## config.mk

```make
export PLATFORM = sky130hd
export DESIGN_NAME = hazard_ctrl
export DESIGN_NICKNAME = d
export VERILOG_FILES = /design/src/rtl/pipe_ctrl_pkg.sv /design/src/rtl/fwd_unit.sv /design/src/rtl/hazard_ctrl.sv
export SDC_FILE = /design/constraint.sdc
export NUM_CORES = 1
export LEC_CHECK = 0
export ABC_AREA = 0
export CAP_MARGIN = 20
export CORE_MARGIN = 2
export CORE_UTILIZATION = 47
export CTS_BUF_LIST = sky130_fd_sc_hd__clkbuf_4 sky130_fd_sc_hd__clkbuf_8
export DETAILED_ROUTE_END_ITERATION = 6
export PLACE_DENSITY_LB_ADDON = 0.15
export SLEW_MARGIN = 0
export SYNTH_ARGS = -nofsm -noshare
export SYNTH_HDL_FRONTEND = slang
export SYNTH_SLANG_ARGS = --single-unit
```

## constraint.sdc

```tcl
create_clock -name clk -period 2.55 [get_ports clk]
set_clock_uncertainty 0.05 [all_clocks]
set_input_delay 0.51 -clock clk [delete_from_list [all_inputs] [get_ports clk]]
set_output_delay 0.51 -clock clk [all_outputs]
set_load 0.03 [all_outputs]
```

## src/rtl/pipe_ctrl_pkg.sv

```systemverilog
// Shared encodings for the pipeline hazard controller: FSM states,
// ALU operand forwarding selects and the hard-wired zero register.
package pipe_ctrl_pkg;

    typedef enum logic [1:0] {
        ST_RUN    = 2'b00,
        ST_DRAIN  = 2'b01,
        ST_HALTED = 2'b10
    } state_e;

    localparam logic [1:0] FWD_RD    = 2'b00;
    localparam logic [1:0] FWD_EXMEM = 2'b10;
    localparam logic [1:0] FWD_MEMWB = 2'b01;

    localparam logic [4:0] REG_ZERO = 5'd0;

endpackage

```

## src/rtl/fwd_unit.sv

```systemverilog
// Operand forwarding select for one ALU source. The EX/MEM result is younger
// than the MEM/WB result, so it wins when both target the same register.
module fwd_unit
    import pipe_ctrl_pkg::*;
(
    input  logic       exmem_regwrite,
    input  logic [4:0] exmem_rd,
    input  logic       memwb_regwrite,
    input  logic [4:0] memwb_rd,
    input  logic [4:0] src_reg,
    output logic [1:0] sel
);

    logic hit_exmem;
    logic hit_memwb;

    // $zero never carries a forwardable value even if a write targets it.
    assign hit_exmem = exmem_regwrite && (exmem_rd != REG_ZERO) && (exmem_rd == src_reg);
    assign hit_memwb = memwb_regwrite && (memwb_rd != REG_ZERO) && (memwb_rd == src_reg);

    always_comb begin
        sel = FWD_RD;
        if (hit_exmem) begin
            sel = FWD_EXMEM;
        end else if (hit_memwb) begin
            sel = FWD_MEMWB;
        end
    end

endmodule

```

## src/rtl/hazard_ctrl.sv

```systemverilog
// Pipeline controller for the 5-stage MIPS datapath: load-use stalls, branch
// flushes, operand forwarding and a draining debug-halt handshake.
module hazard_ctrl
    import pipe_ctrl_pkg::*;
#(
    parameter int CNT_W        = 16,
    parameter int DRAIN_CYCLES = 3
) (
    input  logic             clk,
    input  logic             rst,
    input  logic [4:0]       ifid_rs,
    input  logic [4:0]       ifid_rt,
    input  logic             idex_memread,
    input  logic [4:0]       idex_rs,
    input  logic [4:0]       idex_rt,
    input  logic             exmem_regwrite,
    input  logic [4:0]       exmem_rd,
    input  logic             memwb_regwrite,
    input  logic [4:0]       memwb_rd,
    input  logic             pcsrc,
    input  logic             halt_req,
    output logic             pc_write,
    output logic             ifid_write,
    output logic             ifid_flush,
    output logic             idex_bubble,
    output logic             exmem_flush,
    output logic [1:0]       fwd_a,
    output logic [1:0]       fwd_b,
    output logic             halt_ack,
    output logic [1:0]       state,
    output logic [CNT_W-1:0] stall_cnt,
    output logic [CNT_W-1:0] flush_cnt
);

    localparam int DW = (DRAIN_CYCLES > 1) ? $clog2(DRAIN_CYCLES) : 1;
    localparam logic [DW-1:0]    DRAIN_LOAD = DW'(DRAIN_CYCLES - 1);
    localparam logic [DW-1:0]    DRAIN_ONE  = DW'(1);
    localparam logic [CNT_W-1:0] CNT_ONE    = CNT_W'(1);
    localparam logic [CNT_W-1:0] CNT_MAX    = '1;

    state_e           state_q,     state_d;
    logic [DW-1:0]    drain_q,     drain_d;
    logic             halt_ack_q,  halt_ack_d;
    logic [CNT_W-1:0] stall_cnt_q, stall_cnt_d;
    logic [CNT_W-1:0] flush_cnt_q, flush_cnt_d;

    logic       lu;
    logic [1:0] fwd_a_raw;
    logic [1:0] fwd_b_raw;

    fwd_unit u_fwd_a (
        .exmem_regwrite (exmem_regwrite),
        .exmem_rd       (exmem_rd),
        .memwb_regwrite (memwb_regwrite),
        .memwb_rd       (memwb_rd),
        .src_reg        (idex_rs),
        .sel            (fwd_a_raw)
    );

    fwd_unit u_fwd_b (
        .exmem_regwrite (exmem_regwrite),
        .exmem_rd       (exmem_rd),
        .memwb_regwrite (memwb_regwrite),
        .memwb_rd       (memwb_rd),
        .src_reg        (idex_rt),
        .sel            (fwd_b_raw)
    );

    assign lu = idex_memread && (idex_rt != REG_ZERO) &&
                ((idex_rt == ifid_rs) || (idex_rt == ifid_rt));

    always_comb begin
        state_d     = state_q;
        drain_d     = drain_q;
        halt_ack_d  = halt_ack_q;
        stall_cnt_d = stall_cnt_q;
        flush_cnt_d = flush_cnt_q;
        pc_write    = 1'b0;
        ifid_write  = 1'b0;
        ifid_flush  = 1'b0;
        idex_bubble = 1'b1;
        exmem_flush = 1'b0;

        case (state_q)
            ST_RUN: begin
                if (pcsrc) begin
                    pc_write    = 1'b1;
                    ifid_flush  = 1'b1;
                    exmem_flush = 1'b1;
                    flush_cnt_d = (flush_cnt_q == CNT_MAX) ? flush_cnt_q : flush_cnt_q + CNT_ONE;
                end else if (halt_req) begin
                    // IF/ID is held rather than flushed so it resumes after the halt.
                    state_d = ST_DRAIN;
                    drain_d = DRAIN_LOAD;
                end else if (lu) begin
                    stall_cnt_d = (stall_cnt_q == CNT_MAX) ? stall_cnt_q : stall_cnt_q + CNT_ONE;
                end else begin
                    pc_write    = 1'b1;
                    ifid_write  = 1'b1;
                    idex_bubble = 1'b0;
                end
            end
            ST_DRAIN: begin
                // An older branch can still resolve in MEM while draining.
                if (pcsrc) begin
                    pc_write    = 1'b1;
                    ifid_flush  = 1'b1;
                    exmem_flush = 1'b1;
                    flush_cnt_d = (flush_cnt_q == CNT_MAX) ? flush_cnt_q : flush_cnt_q + CNT_ONE;
                end
                if (drain_q == '0) begin
                    state_d    = ST_HALTED;
                    halt_ack_d = 1'b1;
                end else begin
                    drain_d = drain_q - DRAIN_ONE;
                end
            end
            ST_HALTED: begin
                if (!halt_req) begin
                    state_d    = ST_RUN;
                    halt_ack_d = 1'b0;
                end
            end
            default: begin
                state_d    = ST_RUN;
                halt_ack_d = 1'b0;
            end
        endcase

        if (rst) begin
            pc_write    = 1'b0;
            ifid_write  = 1'b0;
            ifid_flush  = 1'b1;
            idex_bubble = 1'b1;
            exmem_flush = 1'b1;
        end
    end

    always_ff @(posedge clk) begin
        if (rst) begin
            state_q     <= ST_RUN;
            drain_q     <= '0;
            halt_ack_q  <= 1'b0;
            stall_cnt_q <= '0;
            flush_cnt_q <= '0;
        end else begin
            state_q     <= state_d;
            drain_q     <= drain_d;
            halt_ack_q  <= halt_ack_d;
            stall_cnt_q <= stall_cnt_d;
            flush_cnt_q <= flush_cnt_d;
        end
    end

    assign fwd_a     = rst ? FWD_RD : fwd_a_raw;
    assign fwd_b     = rst ? FWD_RD : fwd_b_raw;
    assign halt_ack  = halt_ack_q && !rst;
    assign state     = state_q;
    assign stall_cnt = stall_cnt_q;
    assign flush_cnt = flush_cnt_q;

endmodule

```

After elaboration in Yosys (flattened, before gate mapping)
Cells that the tools add are included.
{"block": "totals", "ff_bits": 37, "input_bits": 37, "output_inout_bits": 44, "wordCells": 85}
{"block": "classes", "add_sub_neg": 3, "eq_ne": 15, "mux": 34, "n_bitwise": 5, "n_reduce_logical": 23}
{"op": "16-bit by 1-bit adder with 16-bit output (second input constant)", "count": 2}
{"op": "16-bit equality test (second input constant)", "count": 2}
{"op": "5-bit equality test", "count": 6}
{"op": "2-bit 2-to-1 mux", "count": 11}
{"op": "1-bit 2-to-1 mux", "count": 19}
{"op": "5-bit nonzero test", "count": 3}
{"op": "2-bit != test (second input constant)", "count": 5}
{"op": "1-bit logical AND", "count": 9}
{"op": "4-bit AND reduction", "count": 2}
{"op": "2-bit case mux with 3 select lines", "count": 1}
{"op": "3-bit AND reduction", "count": 2}
{"op": "1-bit NOT", "count": 5}
{"op": "5-bit AND reduction", "count": 1}
{"op": "2-bit logical NOT", "count": 2}
{"op": "2-bit case mux with 2 select lines", "count": 1}
{"op": "1-bit case mux with 3 select lines", "count": 1}
{"op": "2-bit by 1-bit equality test with 1-bit output (second input constant)", "count": 1}
{"op": "2-bit equality test (second input constant)", "count": 1}
{"op": "1-bit case mux with 2 select lines", "count": 1}
{"op": "2-bit nonzero test", "count": 1}
{"op": "2-bit OR reduction", "count": 1}
{"op": "2-bit by 1-bit subtractor with 2-bit output (second input constant)", "count": 1}
{"op": "1-bit logical NOT", "count": 1}
{"op": "1-bit logical OR", "count": 1}

Logic depth before layout (Yosys ltp)
{"block": "logic_depth", "word_depth": 8, "mapped_depth": 7, "mapped_depth_nobuf": 6}

Cells and area by module
Synthesis repeated with hierarchy kept, for this count alone.
{"block": "hier_totals", "hier_cells": 297, "area_unflattened_um2": 2466.1}
{"module": "hazard_ctrl", "n_inst": 1, "cells_each": 255, "area_each_um2": 2148.3, "seq_area_each_um2": 740.7}
{"module": "fwd_unit", "n_inst": 2, "cells_each": 21, "area_each_um2": 158.9, "seq_area_each_um2": 0.0}

Least setup slack after synthesis
No wires, ideal clock.
{"block": "synth_timing", "kind": "input to output", "from": "input port exmem_rd[0]", "to": "output port fwd_a[0]", "arrival_time_ps": 2425, "t_required_ps": 1990, "path_slack_ps": -435, "path_stages": 4, "path_buffers": 0, "cell_sequence": "or4_1 o21ai_0 nor3_1 nor4_1"}
{"block": "synth_between", "elab_chain_cells": 5, "word_cells_on_any_way": 6, "cone_classes": "1 x eq/ne; 2 x mux; 3 x reduce/logical"}
{"item": "start, declared", "line": "hazard_ctrl.sv:17", "text": "input logic [4:0] exmem_rd,"}
{"item": "5-bit nonzero test", "line": "fwd_unit.sv:18", "text": "assign hit_exmem = exmem_regwrite && (exmem_rd != REG_ZERO) && (exmem_rd == src_reg);"}
{"item": "1-bit logical AND", "line": "fwd_unit.sv:18"}
{"item": "1-bit logical AND *", "line": "fwd_unit.sv:18"}
{"item": "2-bit 2-to-1 mux *", "line": "fwd_unit.sv:23", "text": "if (hit_exmem) begin"}
{"item": "2-bit 2-to-1 mux *", "line": "hazard_ctrl.sv:155", "text": "assign fwd_a = rst ? FWD_RD : fwd_a_raw;"}
{"item": "end, declared", "line": "hazard_ctrl.sv:27", "text": "output logic [1:0] fwd_a,"}
Every way passes the cells marked *; elsewhere a longest branch is shown, timed or not.

Worst setup path after layout
{"block": "layout_timing", "from": "input port ifid_rs[2]", "to": "output port pc_write"}
{"block": "layout_between", "elab_chain_cells": 8}
{"item": "start, declared", "line": "hazard_ctrl.sv:11", "text": "input logic [4:0] ifid_rs,"}
{"item": "5-bit equality test", "line": "hazard_ctrl.sv:70", "text": "((idex_rt == ifid_rs) || (idex_rt == ifid_rt));"}
{"item": "1-bit logical OR", "line": "hazard_ctrl.sv:70"}
{"item": "1-bit logical AND", "line": "hazard_ctrl.sv:69", "text": "assign lu = idex_memread && (idex_rt != REG_ZERO) &&"}
{"item": "1-bit 2-to-1 mux", "line": "hazard_ctrl.sv:95", "text": "end else if (lu) begin"}
{"item": "1-bit 2-to-1 mux", "line": "hazard_ctrl.sv:91", "text": "end else if (halt_req) begin"}
{"item": "1-bit 2-to-1 mux", "line": "hazard_ctrl.sv:86", "text": "if (pcsrc) begin"}
{"item": "1-bit case mux with 2 select lines", "line": "hazard_ctrl.sv:84", "text": "case (state_q)"}
{"item": "1-bit 2-to-1 mux", "line": "hazard_ctrl.sv:130", "text": "if (rst) begin"}
{"item": "end, declared", "line": "hazard_ctrl.sv:22", "text": "output logic pc_write,"}
No other way between the ends.

==> flow_summary_export.csv <==
group,metric,value,unit
run_status,status,"complete, no violations",
detailed_routing,routed_wl,7.41,mm
placed_design,dp_hpwl,5.48,mm
synthesis,yosysTopAreaCell,"dfxtp_1",
timing,tightest_slew,0.684,ns
grt,grt_pass1_wl,11.7,mm
detailed_routing,drc,0,
synthesis,synth-async-reset-ratio,0,%
synthesis,avgSynthCellArea,7.93,sq um
synthesis,yosys.area.top_type_share,30.6,%
synthesis,syn_area,0.00242,sq mm
grt,antenna_found_initial,0,
timing,maxSlewHeadroom,54.0,%
grt,grt_max_degree,25,
run,drv_cap,0,
worst_setup_path,critPathLaunchType,"input port",
timing,fmax,394,MHz
synthesis,syn-instance-count,305,
synthesis,synth_edf_count,0,
floorplan,dieWidth,75.8,um
finish,nets,475,
finish,drive_gt1_share,27.8,%
power,power,1450,uW
cts,cts_buffers,5,
cts,clock_path_buffers,2,
detailed_routing,via_per_inst,5.42,
floorplan,die_h,75.8,um
grt,grt_pass1_vias,2667,
synthesis,yosysSeqAreaShare,30.6,%
synthesis,yosys-top-cells-count,"dfxtp_1, nor2_1, xnor2_1, nand2_1, nand3_1",
detailed_routing,drt_iter0_drc,73,
power,irDropWorstVdd,0.260,mV
placed_design,dpl_worst_slack,-0.696,ns
worst_setup_path,worstPathRequired,1.99,ns
power,pwr_density_cell,372,mW/mm^2
finish,nFillCells,363,
finish,utilization,77.1,%
timing,fin_ws,0.0117,ns
timing,min_period,2.54,ns
timing,fin_crit_sh,99.5,%
worst_hold_path,min_path_type,"register to register",
cts,clockRootBuffer,"clkbuf_8",
detailed_routing,ant_nets,0,
synthesis,syn-num-nets,345,
synthesis,ys_types,41,
finish,area_growth,60.8,%
placed_design,port_buffers,80,
cts,clk_pin_slew,0.08,ns
floorplan,start_util,48.0,%
worst_setup_path,worstPathArrival,1.98,ns
synthesis,yosys-top-cells-area,"dfxtp_1, xnor2_1, xor2_1",
cts,clock_sinks,37,
cts,cts_tree,"built",
finish,multiInputGateArea,0.00170,sq mm
finish,register_area,741,sq um
detailed_routing,firstDrtPassIters,7,
timing,setup_viol,0,
synthesis,yosysWarnings,0,
detailed_routing,wl_per_cell,14.6,um
timing,rsz0062_at_grt,"true",
worst_setup_path,end_kind,"output port",
finish,antenna_cells,0,
grt,grt-ovfl-total,0,
synthesis,ys_seq_elements,37,
worst_setup_path,cp_max_fo,3,
synthesis,dominantRegCellSynth,"dfxtp_1",
cts,clk_latency,0.29,ns
cts,htreeDepth,2,
floorplan,dieArea,0.00574,sq mm
floorplan,core_area,0.00504,sq mm
timing,drv_slew,0,
worst_setup_path,worst-setup-path-type,"input port to output port",
floorplan,num_rows,26,
synthesis,synth.most_common_cell,"dfxtp_1",
detailed_routing,vias,2744,
grt,grt_usage,26.5,%
timing,hold_violations,0,
placed_design,gp_congestion,0.855,
floorplan,ios,81,
worst_setup_path,r2r_slack,0.29,ns
power,p_leak,0.00146,uW
-- final timing paths --
check	end	cells after the start	from
worst max-delay path	pc_write	8	ifid_rs[2]
worst min-delay path	drain_q[1]	2	drain_q[1]
worst max register to register	stall_cnt[10]	5	state[0]
worst min register to register	drain_q[1]	2	drain_q[1]
-- placed cells by master, fill, tap and decap left out, types with 5 or more instances in the layout --
| cell type | instances |
|---|---|
| nor3_1 | 7 |
| mux2_2 | 7 |
| xnor2_1 | 26 |
| nor2b_1 | 11 |
| buf_6 | 11 |
| clkdlybuf4s50_1 | 46 |
| nor4_1 | 9 |
| nand2_1 | 22 |
| a21oi_1 | 13 |
| nand3_1 | 14 |
| dlygate4sd2_1 | 7 |
| inv_1 | 7 |
| nand2b_1 | 7 |
| nor2_1 | 31 |
| buf_2 | 8 |
| dfxtp_1 | 37 |
| or4_4 | 5 |
| or4_1 | 7 |
| xor2_1 | 14 |
| clkbuf_8 | 5 |
| nand4_1 | 10 |
| buf_4 | 56 |
| a211oi_1 | 6 |
-- critical path, stage by stage --
cell and delay (ns):
clkdlybuf4s50_1 0.44, xnor2_2 0.16, nand3_2 0.08, o22a_1 0.19, buf_6 0.13, o21ai_2 0.05
a211oi_2 0.23, buf_4 0.19
-- logic make-up (layout without fill, tap and decap cells) --
group                    Yosys count  after routing  synth area share (%)
adder cells (fa/ha/maj)            3              3                  1.55
flip-flops                        37             37                  30.6
AND/OR/NAND/NOR                  148            148                  32.9
AO/OA/AOI/OAI                     41             41                  10.7
multiplexers                      11             11                  4.96
buffers and inverters             24            155                  4.50
XOR/XNOR                          41             41                  14.8
-- flip-flops by register name, summed over array words and instances, names as in the netlist --
name and cells:
flush_cnt 16, drain_q 2, state 2, halt_ack_q 1, stall_cnt 16
-- area by class of cell --
class,instances,share of cell area [%]
multi-input combinational,244,43.7
sequential,37,19.0
clock buffer,5,1.77
tap,70,2.25
timing repair buffer,140,31.4
inverter,7,0.675
clock inverter,3,1.19
-- report_power, final --
| group | switching (uW) | leakage [uW] | internal (uW) |
|---|---|---|---|
| logic | 163 | 0.00111 | 175 |
| registers | 6.51 | 0.000299 | 585 |
| clock network | 225 | 0.0000543 | 293 |
-- stage by stage --
step	instances	hold slack, ns	area, sq um	TNS, ns
detailed placement	485	0.399	3600	-5.04
floorplan	305	0.382	2470	-0.252
finish	506	0.407	3890	0
CTS	504	0.410	3840	0
global placement	485	0.389	3600	-4.21
global route	506	0.420	3890	-0.0307
-- repair_timing --
action	4_1_cts	5_1_grt
endpoints found under the setup margin	8	9
hold buffers	0	0
resized for setup	75	20
setup buffers	10	2
pin swaps	17	8
gates cloned	1	0
-- routing by layer --
| metal | track usage [%] | vias to the layer above | part of all wire [%] |
|---|---|---|---|
| met5 | 0 | - | 0 |
| met4 | 8.97 | 0 | 2.8 |
| met3 | 6.61 | 18 | 3.9 |
| met2 | 49.7 | 79 | 52 |
| met1 | 28.5 | 1295 | 41 |
| li1 | - | 1352 | - |
(Power assumes the default switching activity.)
